<file path="src/rtl/raster_pkg.sv">
// Shared types and widths for triangle setup: vertices, staged triangles,
// edge coefficient triples and the scheduler state encoding.
package raster_pkg;
  localparam int COORD_W = 10;
  localparam int EDGE_W  = 22;
  localparam int AB_W    = 11;
  localparam int COLOR_W = 12;

  typedef struct packed {
    logic [COORD_W-1:0] x;
    logic [COORD_W-1:0] y;
  } vertex_t;

  typedef struct packed {
    vertex_t            v0;
    vertex_t            v1;
    vertex_t            v2;
    logic [COLOR_W-1:0] color;
  } tri_t;

  typedef struct packed {
    logic signed [AB_W-1:0]   a;
    logic signed [AB_W-1:0]   b;
    logic signed [EDGE_W-1:0] c;
  } edge_t;

  typedef enum logic [2:0] {IDLE, EDGE_P, EDGE_C, NEXT, FINISH} state_t;
endpackage

</file>
<file path="src/rtl/tri_setup_sched_if.sv">
// Host write port plus rasterizer read port of the triangle setup scheduler.
interface tri_setup_sched_if #(
  parameter int MAX_TRIS = 8,
  parameter int IDX_W    = $clog2(MAX_TRIS),
  parameter int CNT_W    = $clog2(MAX_TRIS + 1)
) ();
  logic              wr_valid;
  logic              wr_ready;
  logic [9:0]        wr_x0, wr_y0, wr_x1, wr_y1, wr_x2, wr_y2;
  logic [11:0]       wr_color;
  logic              commit;
  logic              clear;
  logic [IDX_W-1:0]  rd_idx;
  logic signed [10:0] rd_a0, rd_b0, rd_a1, rd_b1, rd_a2, rd_b2;
  logic signed [21:0] rd_c0, rd_c1, rd_c2;
  logic [11:0]       rd_color;
  logic [CNT_W-1:0]  tri_count;
  logic              active_valid;
  logic              setup_done;
  logic              frame_overrun;

  modport master (
    output wr_valid, wr_x0, wr_y0, wr_x1, wr_y1, wr_x2, wr_y2, wr_color,
           commit, clear, rd_idx,
    input  wr_ready, rd_a0, rd_b0, rd_a1, rd_b1, rd_a2, rd_b2,
           rd_c0, rd_c1, rd_c2, rd_color, tri_count, active_valid,
           setup_done, frame_overrun
  );

  modport slave (
    input  wr_valid, wr_x0, wr_y0, wr_x1, wr_y1, wr_x2, wr_y2, wr_color,
           commit, clear, rd_idx,
    output wr_ready, rd_a0, rd_b0, rd_a1, rd_b1, rd_a2, rd_b2,
           rd_c0, rd_c1, rd_c2, rd_color, tri_count, active_valid,
           setup_done, frame_overrun
  );
endinterface

</file>
<file path="src/rtl/edge_setup_dp.sv">
// Edge coefficient datapath: one shared 10x10 multiplier, used twice per edge
// (xa*yb latched into p, then xb*ya), plus the A/B/C subtractors.
module edge_setup_dp
  import raster_pkg::*;
(
  input  logic       clk,
  input  tri_t       tri_in,
  input  logic [1:0] edge_idx,
  input  logic       ld_p,
  output edge_t      res
);
  vertex_t            va, vb;
  logic [COORD_W-1:0] mul_x, mul_y;
  logic [19:0]        prod, p;

  // edge 0: v0->v1, edge 1: v1->v2, edge 2: v2->v0
  always_comb begin
    va = tri_in.v2;
    vb = tri_in.v0;
    case (edge_idx)
      2'd0: begin va = tri_in.v0; vb = tri_in.v1; end
      2'd1: begin va = tri_in.v1; vb = tri_in.v2; end
      default: ;
    endcase
  end

  assign mul_x = ld_p ? va.x : vb.x;
  assign mul_y = ld_p ? vb.y : va.y;
  assign prod  = {10'b0, mul_x} * {10'b0, mul_y};

  always_ff @(posedge clk)
    if (ld_p) p <= prod;

  always_comb begin
    res.a = $signed({1'b0, va.y}) - $signed({1'b0, vb.y});
    res.b = $signed({1'b0, vb.x}) - $signed({1'b0, va.x});
    res.c = $signed({2'b0, p}) - $signed({2'b0, prod});
  end
endmodule

</file>
<file path="src/rtl/tri_setup_sched.sv">
// Frame-synchronous triangle setup: stages host triangles and, on a committed
// frame, rebuilds the active edge table that the rasterizer reads by index.
module tri_setup_sched
  import raster_pkg::*;
#(
  parameter int MAX_TRIS = 8,
  parameter int IDX_W    = $clog2(MAX_TRIS),
  parameter int CNT_W    = $clog2(MAX_TRIS + 1)
) (
  input  logic             clk,
  input  logic             rst,
  input  logic             frame,
  tri_setup_sched_if.slave bus
);
  state_t             state, state_nxt;
  tri_t               stg       [MAX_TRIS];
  edge_t              act_edge  [MAX_TRIS][3];
  logic [COLOR_W-1:0] act_color [MAX_TRIS];
  logic [CNT_W-1:0]   stg_count, tri_count;
  logic [IDX_W-1:0]   tri_idx;
  logic [1:0]         edge_idx;
  logic               commit_pending, active_valid, setup_done, frame_overrun;
  logic               start, ld_p, wr_edge, wr_col, finish, last_tri, wr_fire;
  edge_t              dp_res;

  assign bus.wr_ready = (state == IDLE) && (stg_count < CNT_W'(MAX_TRIS));
  assign wr_fire      = bus.wr_valid && bus.wr_ready && !bus.clear;
  assign last_tri     = (CNT_W'(tri_idx) + CNT_W'(1)) == stg_count;

  always_ff @(posedge clk)
    if (rst) state <= IDLE;
    else     state <= state_nxt;

  always_comb begin
    state_nxt = state;
    start     = 1'b0;
    ld_p      = 1'b0;
    wr_edge   = 1'b0;
    wr_col    = 1'b0;
    finish    = 1'b0;
    case (state)
      IDLE: if (frame && commit_pending) begin
        start     = 1'b1;
        state_nxt = (stg_count == '0) ? FINISH : EDGE_P;
      end
      EDGE_P: begin
        ld_p      = 1'b1;
        state_nxt = EDGE_C;
      end
      EDGE_C: begin
        wr_edge   = 1'b1;
        state_nxt = (edge_idx == 2'd2) ? NEXT : EDGE_P;
      end
      NEXT: begin
        wr_col    = 1'b1;
        state_nxt = last_tri ? FINISH : EDGE_P;
      end
      FINISH: begin
        finish    = 1'b1;
        state_nxt = IDLE;
      end
      default: state_nxt = IDLE;
    endcase
  end

  always_ff @(posedge clk) begin
    if (rst) begin
      stg_count      <= '0;
      commit_pending <= 1'b0;
      tri_idx        <= '0;
      edge_idx       <= '0;
      tri_count      <= '0;
      active_valid   <= 1'b0;
      setup_done     <= 1'b0;
      frame_overrun  <= 1'b0;
    end else begin
      setup_done <= finish;
      if (frame && state != IDLE) frame_overrun <= 1'b1;
      // clear only acts while idle; a commit landing in FINISH survives
      if (state == IDLE && bus.clear) begin
        stg_count      <= '0;
        commit_pending <= 1'b0;
      end else begin
        if (wr_fire)         stg_count      <= stg_count + CNT_W'(1);
        if (bus.commit)      commit_pending <= 1'b1;
        else if (finish)     commit_pending <= 1'b0;
      end
      if (start) begin
        active_valid <= 1'b0;
        tri_idx      <= '0;
        edge_idx     <= '0;
      end
      if (wr_edge && edge_idx != 2'd2) edge_idx <= edge_idx + 2'd1;
      if (wr_col && !last_tri) begin
        tri_idx  <= tri_idx + IDX_W'(1);
        edge_idx <= '0;
      end
      if (finish) begin
        tri_count    <= stg_count;
        active_valid <= 1'b1;
      end
    end
  end

  always_ff @(posedge clk) begin
    if (wr_fire)
      stg[stg_count[IDX_W-1:0]] <= tri_t'({bus.wr_x0, bus.wr_y0, bus.wr_x1, bus.wr_y1,
                                           bus.wr_x2, bus.wr_y2, bus.wr_color});
    if (wr_edge) act_edge[tri_idx][edge_idx] <= dp_res;
    if (wr_col)  act_color[tri_idx]          <= stg[tri_idx].color;
  end

  edge_setup_dp u_dp (
    .clk      (clk),
    .tri_in   (stg[tri_idx]),
    .edge_idx (edge_idx),
    .ld_p     (ld_p),
    .res      (dp_res)
  );

  assign bus.rd_a0         = act_edge[bus.rd_idx][0].a;
  assign bus.rd_b0         = act_edge[bus.rd_idx][0].b;
  assign bus.rd_c0         = act_edge[bus.rd_idx][0].c;
  assign bus.rd_a1         = act_edge[bus.rd_idx][1].a;
  assign bus.rd_b1         = act_edge[bus.rd_idx][1].b;
  assign bus.rd_c1         = act_edge[bus.rd_idx][1].c;
  assign bus.rd_a2         = act_edge[bus.rd_idx][2].a;
  assign bus.rd_b2         = act_edge[bus.rd_idx][2].b;
  assign bus.rd_c2         = act_edge[bus.rd_idx][2].c;
  assign bus.rd_color      = act_color[bus.rd_idx];
  assign bus.tri_count     = tri_count;
  assign bus.active_valid  = active_valid;
  assign bus.setup_done    = setup_done;
  assign bus.frame_overrun = frame_overrun;
endmodule

</file>
<file path="src/flat_wrapper.sv">
// flat-port wrapper written by rule: the top's interface ports become plain ports
module tri_setup_sched_flat import raster_pkg::*;
#(
  parameter int MAX_TRIS = 8,
  parameter int IDX_W    = $clog2(MAX_TRIS),
  parameter int CNT_W    = $clog2(MAX_TRIS + 1)
)
  (clk, rst, frame, bus_wr_valid, bus_wr_x0, bus_wr_y0, bus_wr_x1, bus_wr_y1, bus_wr_x2, bus_wr_y2, bus_wr_color, bus_commit, bus_clear, bus_rd_idx, bus_wr_ready, bus_rd_a0, bus_rd_b0, bus_rd_a1, bus_rd_b1, bus_rd_a2, bus_rd_b2, bus_rd_c0, bus_rd_c1, bus_rd_c2, bus_rd_color, bus_tri_count, bus_active_valid, bus_setup_done, bus_frame_overrun);
  tri_setup_sched_if #(.MAX_TRIS(MAX_TRIS), .IDX_W(IDX_W), .CNT_W(CNT_W)) bus_i ();
  input  logic clk;
  input  logic rst;
  input  logic frame;
  input wire logic [$bits(bus_i.wr_valid)-1:0] bus_wr_valid;
  input wire logic [$bits(bus_i.wr_x0)-1:0] bus_wr_x0;
  input wire logic [$bits(bus_i.wr_y0)-1:0] bus_wr_y0;
  input wire logic [$bits(bus_i.wr_x1)-1:0] bus_wr_x1;
  input wire logic [$bits(bus_i.wr_y1)-1:0] bus_wr_y1;
  input wire logic [$bits(bus_i.wr_x2)-1:0] bus_wr_x2;
  input wire logic [$bits(bus_i.wr_y2)-1:0] bus_wr_y2;
  input wire logic [$bits(bus_i.wr_color)-1:0] bus_wr_color;
  input wire logic [$bits(bus_i.commit)-1:0] bus_commit;
  input wire logic [$bits(bus_i.clear)-1:0] bus_clear;
  input wire logic [$bits(bus_i.rd_idx)-1:0] bus_rd_idx;
  output wire logic [$bits(bus_i.wr_ready)-1:0] bus_wr_ready;
  output wire logic [$bits(bus_i.rd_a0)-1:0] bus_rd_a0;
  output wire logic [$bits(bus_i.rd_b0)-1:0] bus_rd_b0;
  output wire logic [$bits(bus_i.rd_a1)-1:0] bus_rd_a1;
  output wire logic [$bits(bus_i.rd_b1)-1:0] bus_rd_b1;
  output wire logic [$bits(bus_i.rd_a2)-1:0] bus_rd_a2;
  output wire logic [$bits(bus_i.rd_b2)-1:0] bus_rd_b2;
  output wire logic [$bits(bus_i.rd_c0)-1:0] bus_rd_c0;
  output wire logic [$bits(bus_i.rd_c1)-1:0] bus_rd_c1;
  output wire logic [$bits(bus_i.rd_c2)-1:0] bus_rd_c2;
  output wire logic [$bits(bus_i.rd_color)-1:0] bus_rd_color;
  output wire logic [$bits(bus_i.tri_count)-1:0] bus_tri_count;
  output wire logic [$bits(bus_i.active_valid)-1:0] bus_active_valid;
  output wire logic [$bits(bus_i.setup_done)-1:0] bus_setup_done;
  output wire logic [$bits(bus_i.frame_overrun)-1:0] bus_frame_overrun;
  assign bus_i.wr_valid = bus_wr_valid;
  assign bus_i.wr_x0 = bus_wr_x0;
  assign bus_i.wr_y0 = bus_wr_y0;
  assign bus_i.wr_x1 = bus_wr_x1;
  assign bus_i.wr_y1 = bus_wr_y1;
  assign bus_i.wr_x2 = bus_wr_x2;
  assign bus_i.wr_y2 = bus_wr_y2;
  assign bus_i.wr_color = bus_wr_color;
  assign bus_i.commit = bus_commit;
  assign bus_i.clear = bus_clear;
  assign bus_i.rd_idx = bus_rd_idx;
  assign bus_wr_ready = bus_i.wr_ready;
  assign bus_rd_a0 = bus_i.rd_a0;
  assign bus_rd_b0 = bus_i.rd_b0;
  assign bus_rd_a1 = bus_i.rd_a1;
  assign bus_rd_b1 = bus_i.rd_b1;
  assign bus_rd_a2 = bus_i.rd_a2;
  assign bus_rd_b2 = bus_i.rd_b2;
  assign bus_rd_c0 = bus_i.rd_c0;
  assign bus_rd_c1 = bus_i.rd_c1;
  assign bus_rd_c2 = bus_i.rd_c2;
  assign bus_rd_color = bus_i.rd_color;
  assign bus_tri_count = bus_i.tri_count;
  assign bus_active_valid = bus_i.active_valid;
  assign bus_setup_done = bus_i.setup_done;
  assign bus_frame_overrun = bus_i.frame_overrun;
  tri_setup_sched #(.MAX_TRIS(MAX_TRIS), .IDX_W(IDX_W), .CNT_W(CNT_W)) u_core (.clk(clk), .rst(rst), .frame(frame), .bus(bus_i));
endmodule
</file>
<file path="config.mk">
export PLATFORM = sky130hd
export DESIGN_NAME = tri_setup_sched_flat
export DESIGN_NICKNAME = d
export VERILOG_FILES = /design/src/rtl/raster_pkg.sv /design/src/rtl/tri_setup_sched_if.sv /design/src/rtl/edge_setup_dp.sv /design/src/rtl/tri_setup_sched.sv /design/src/flat_wrapper.sv
export SDC_FILE = /design/constraint.sdc
export NUM_CORES = 2
export LEC_CHECK = 0
export BUFFER_PORTS_ARGS = -buffer_cell sky130_fd_sc_hd__buf_4
export CAP_MARGIN = 30
export CORE_MARGIN = 1
export CORE_UTILIZATION = 30
export CTS_BUF_LIST = sky130_fd_sc_hd__clkbuf_16
export DETAILED_ROUTE_END_ITERATION = 8
export PLACE_DENSITY_LB_ADDON = 0.08
export RECOVER_POWER = 100
export SYNTH_ARGS = -nofsm -noshare
export SYNTH_HDL_FRONTEND = slang
export SYNTH_SLANG_ARGS = --single-unit
</file>
<file path="constraint.sdc">
create_clock -name clk -period 28.6 [get_ports clk]
set_input_delay 4.29 -clock clk [delete_from_list [all_inputs] [get_ports clk]]
set_output_delay 4.29 -clock clk [all_outputs]
set_load 0.05 [all_outputs]
</file>
Word-level counts from Yosys, hierarchy flattened
Memory sizes are Yosys's and may differ from the RTL's. A register that Yosys moved wholly into a read port is not among the register bits.
Cells that the tools add are included.
{"block": "op_classes", "add_sub_neg": 7, "n_mul": 1, "order_cmp": 3, "n_eq_ne": 9, "n_mux": 33, "n_bitwise": 1, "n_reduce_logical": 21}
{"op": "two-way mux 132 bit", "n": 1}
{"op": "demux 44 bit (select 2 bit)", "n": 1}
{"op": "case mux 20 bit (2 select lines)", "n": 2}
{"op": "two-way mux 44 bit", "n": 1}
{"op": "subtractor 10 x 10 -> 11 bit", "n": 2}
{"op": "two-way mux 3 bit", "n": 7}
{"op": "subtractor 20 x 20 -> 21 bit", "n": 1}
{"op": "multiplier 10 x 10 -> 20 bit", "n": 1}
{"op": "two-way mux 10 bit", "n": 2}
{"op": "two-way mux 1 bit", "n": 15}
{"op": "case mux 3 bit (4 select lines)", "n": 1}
{"op": "logical AND 1 bit", "n": 9}
{"op": "nonzero test 2 bit", "n": 4}
{"op": "equality test 3 x 2 -> 1 bit, second input constant", "n": 2}
{"op": "two-way mux 2 bit", "n": 3}
{"op": "adder 3 x 1 -> 4 bit, second input constant", "n": 1}
{"op": "adder 4 x 1 -> 4 bit, second input constant", "n": 1}
{"op": "equality test 4 bit", "n": 1}
{"op": "zero test 4 bit", "n": 1}
{"op": "less-than comparator 4 bit, second input constant", "n": 1}
{"op": "inequality test 2 bit, second input constant", "n": 2}
{"op": "OR reduction 2 bit", "n": 2}
{"op": "adder 3 x 1 -> 3 bit, second input constant", "n": 1}
{"op": "equality test 3 x 1 -> 1 bit, second input constant", "n": 1}
{"op": "other kinds (11)", "n": 12}
{"block": "word_totals", "register_bits": 40, "ramBits": 1728, "output_inout_bits": 152, "memories": 3}
{"name": "u_core.act_edge", "words": 8, "word_bits": 132, "rd": 1, "rd_clocked_by_memory_dff": 0, "write_ports": 1, "line": "tri_setup_sched.sv:17", "source": "edge_t act_edge [MAX_TRIS][3];"}
{"name": "u_core.stg", "words": 8, "word_bits": 72, "rd": 1, "rd_clocked_by_memory_dff": 1, "write_ports": 1, "line": "tri_setup_sched.sv:16", "source": "tri_t stg [MAX_TRIS];"}
{"name": "u_core.act_color", "words": 8, "word_bits": 12, "rd": 1, "rd_clocked_by_memory_dff": 0, "write_ports": 1, "line": "tri_setup_sched.sv:18", "source": "logic [COLOR_W-1:0] act_color [MAX_TRIS];"}

Longest topological paths before layout
{"block": "logic_depth", "ltp_word": 7, "ltp_mapped": 39}

Modules after synthesis
Synthesis repeated with hierarchy kept, for this count alone.
{"block": "unflattened", "hier_cells": 3506, "area_unflattened_um2": 72834.9}
{"mod": "tri_setup_sched", "n_inst": 1, "cells_per_inst": 2667, "area_per_inst_um2": 66072.1}
{"mod": "edge_setup_dp", "n_inst": 1, "cells_per_inst": 839, "area_per_inst_um2": 6762.7}

Worst setup path before layout
Ideal clock, no wire load.
{"block": "synth_path", "path_kind": "input to output", "start": "input bus_rd_idx[0]", "end": "output bus_rd_c0[21]", "arrival_ps": 6461, "required_time_ps": 24310, "path_slack_ps": 17849, "stages": 6, "path_buffers": 4, "cell_sequence": "clkbuf_1 clkbuf_1 buf_1 mux4_2 mux2_2 buf_4"}
{"block": "synth_via", "elab_chain_len": 1}
{"item": "start, declared", "line": "flat_wrapper.sv:23", "source": "input wire logic [$bits(bus_i.rd_idx)-1:0] bus_rd_idx;"}
{"item": "memory read (8 x 132 bit)"}
{"item": "end, declared", "line": "flat_wrapper.sv:31", "source": "output wire logic [$bits(bus_i.rd_c0)-1:0] bus_rd_c0;"}
Every way passes these cells.

==> run_results.csv <==
group,metric,value,unit
outcome,outcome,"complete, but fails checks",
outcome,violations,"capacitance limit, slew limit",
worst_setup_path,r2r_slack,10.22,ns
run,max_cap_viol_count,67,
timing,slew_headroom,-418,%
worst_setup_path,cp.required,29.10,ns
clocking,postCtsSetupBuffers,0,
clocking,cts_made_buffers,196,
timing,final-hold-violation-count,0,
worst_setup_path,critical_path_class,"register to register",
clocking,ctsRootBufferMaster,"clkbuf_16",
clocking,postCtsHoldBufs,0,
logic_synthesis,ys_types,60,
timing,worst_slew_pin_slew,7.77,ns
cells_and_area,fin_nets,4086,
route,vias,34100,
logic_synthesis,syn_avg_cell_area,20.7,um^2
logic_synthesis,synth_async_sr_flop_share,0,%
floorplan,die-area,0.240,mm^2
floorplan,rows,178,
placement,dp_hpwl,112000,um
timing,finalCriticalPeriod,18.38,ns
clocking,clk-insertion-delay-late,0.86,ns
cells_and_area,ff_latch_area,0.0522,mm^2
power,total_power,7.55,mW
logic_synthesis,synth_edf_count,1724,
worst_setup_path,cp-end-kind,"register",
power,p_leak,26.4,nW
floorplan,core_area,0.236,mm^2
timing,skew,0.0557,ns
floorplan,start_util,30.3,%
placement,numPortBuffers,232,
floorplan,die_w,490,um
logic_synthesis,synth.top_cells.by_count,"edfxtp_1, mux4_2, mux2_2, nor2_1, inv_1",
clocking,clkTransAtPathRegs,0.06,ns
clocking,clk_path_buf_depth,3,
logic_synthesis,synth_top_area_share,72.5,%
logic_synthesis,synth_cells,3451,
global_route,grt_antenna_before_repair,35,
clocking,cts_max_level,4,
logic_synthesis,ys_ff_latch,1747,
floorplan,io_pins,233,
worst_setup_path,cp_slowest_cell,"clkbuf_1",
worst_setup_path,cp.arrival,18.87,ns
timing,timing.fmax,54.4,MHz
route,avgViaCountPerCell,4.76,
worst_setup_path,cp_common_cell,"inv_1",
global_route,grt_overflow,0,
logic_synthesis,synth_top_area_cell,"edfxtp_1",
route,drtIter0Drc,2458,
timing,finalCritPeriodShare,64.3,%
placement,post-place-ws,15.83,ns
global_route,grt_pass1_vias,36200,
cells_and_area,drive_gt1_share,23.6,%
timing,setup_viol,0,
route,drc,0,
hold_path,hold_path_class,"register to register",
timing,slew_viol_final,2093,
clocking,ctsResizeCount,0,
timing,setup_tns,0,ns
timing,rsz0062_at_grt,"false",
logic_synthesis,yosys_warnings,0,
route,routedWlPerCell,26.6,um
power,p_per_area,91.2,mW/mm^2
timing,postLayoutSetupSlackWorst,10.22,ns
logic_synthesis,syn-cell-area,0.0714,mm^2
route,dr.pass1.iters,5,
floorplan,die_h,490,um
cells_and_area,syn2layout_area_growth,16.0,%
clocking,cts_num_sinks,1747,
worst_setup_path,cpPeakStageDelay,5.52,ns
worst_setup_path,path_max_fanout,83,
cells_and_area,fillers,22200,
route,routed_wl,190000,um
logic_synthesis,synth_most_common_cell,"edfxtp_1",
global_route,grt_max_degree,115,
placement,gp_congestion,0.711,
logic_synthesis,synth.area.top_cells,"edfxtp_1, mux4_2, mux2_2",
logic_synthesis,synth_nets,3689,
route,antenna_left,0,
logic_synthesis,seq_area_frac_synth,73.2,%
clocking,cts_tree,"built",
power,peakVddDrop,157,uV
logic_synthesis,yosys_most_used_dff,"edfxtp_1",
global_route,grtUsageTotal,15.9,%
worst_setup_path,cp-start-kind,"register",
cells_and_area,multi_input_area,0.0182,mm^2
global_route,grt_pass1_wl,271000,um
## where the power goes
group	internal, mW	switching, mW	total (mW)
Clock	1.34	1.04	2.38
Sequential	3.56	0.00167	3.57
Combinational	0.390	1.22	1.61
Total	5.30	2.26	7.55
## cells by family (layout without fill, tap and decap cells)
logic type                 after synthesis  count (layout)  share of synthesized area [%]
AOI/OAI and AO/OA                      221             221                           2.11
other                                    0               8                              0
muxes                                  644             644                           16.8
adders and majority gates              160             160                           3.48
and+or+nand+nor                        349             349                           2.28
buffers and inverters                  280             829                           1.51
DFF                                   1747            1747                           73.2
xor gates and xnor gates                50              50                          0.613
## worst max-delay path: cells and delay by family, from the launching register on
kind / cells / cell delay, ns
adder cells (fa/ha/maj): 7 / 3.08
multiplexers: 2 / 1.43
buffers and inverters: 9 / 7.21
flip-flops: 1 / 1.76
AND/OR/NAND/NOR: 5 / 0.50
XOR/XNOR: 1 / 0.16
AO/OA/AOI/OAI: 13 / 3.75
## placed cells by master, fill, tap and decap left out, drive strengths merged, types with 5 or more instances in the layout
master	count
o21ai	58
nor2	155
or2	19
nor3	14
nor2b	13
clkinv	85
clkinvlp	5
a22oi	32
nand2b	26
mux2	194
buf	123
o21a	5
mux2i	24
a21oi	38
a41oi	5
nand2	66
a221o	14
a211oi	5
xor2	21
a21o	27
diode	8
nand3b	6
edfxtp	1724
inv	185
clkbuf	421
bufinv	10
mux4	426
dfxtp	23
nand3	17
fa	65
and2	11
a31oi	6
ha	92
xnor2	29
## cell type report
type	count	share of cell area, %
Clock buffer	197	5.95
Timing Repair Buffer	347	2.20
Multi-Input combinational cell	1424	22.0
Antenna cell	8	0.0242
Sequential cell	1747	63.1
Tap cell	3150	4.76
Inverter	132	0.598
Clock inverter	153	1.40
## through the flow
| stage | utilization, % | cells | instance area [um^2] | hold slack, ns |
|---|---|---|---|---|
| 6_report | 35.1 | 7158 | 82800 | 0.472 |
| 3_5_place_dp | 33.1 | 6800 | 78100 | 0.467 |
| 3_3_place_gp | 33.0 | 6784 | 77800 | 0.458 |
| 5_1_grt | 35.1 | 7152 | 82800 | 0.507 |
| 4_1_cts | 35.7 | 7150 | 84200 | 0.483 |
| 2_1_floorplan | - | 3451 | 71400 | 0.451 |
## metal layers
metal | GRT usage [%] | wire, um | vias up
li1 | - | - | 14900
met5 | 0 | 312 | -
met2 | 26.1 | 91200 | 664
met4 | 3.36 | 3130 | 50
met3 | 3.36 | 9590 | 275
met1 | 21.7 | 85900 | 18200
## state kept, by name, indices dropped and copies added, names as in the netlist, named ones only
name / count
u_core.act_edge: 1032
u_core.stg: 576
u_core.act_color: 96
u_core.u_dp.p: 20
u_core.bus.tri_count: 4
u_core.stg_count: 4
u_core.state: 3
u_core.tri_idx: 3
u_core.edge_idx: 2
u_core.bus.active_valid: 1
u_core.bus.frame_overrun: 1
u_core.bus.setup_done: 1
u_core.commit_pending: 1
## final timing paths
| check | startpoint | end | cells past startpoint |
|---|---|---|---|
| hold / removal | u_core.bus.frame_overrun | u_core.bus.frame_overrun | 2 |
| setup / recovery | register | u_core.act_edge[4][21] | 37 |
| hold reg to reg | u_core.bus.frame_overrun | u_core.bus.frame_overrun | 2 |
| setup reg to reg | register | u_core.act_edge[4][21] | 37 |
(Power assumes the default switching activity.)
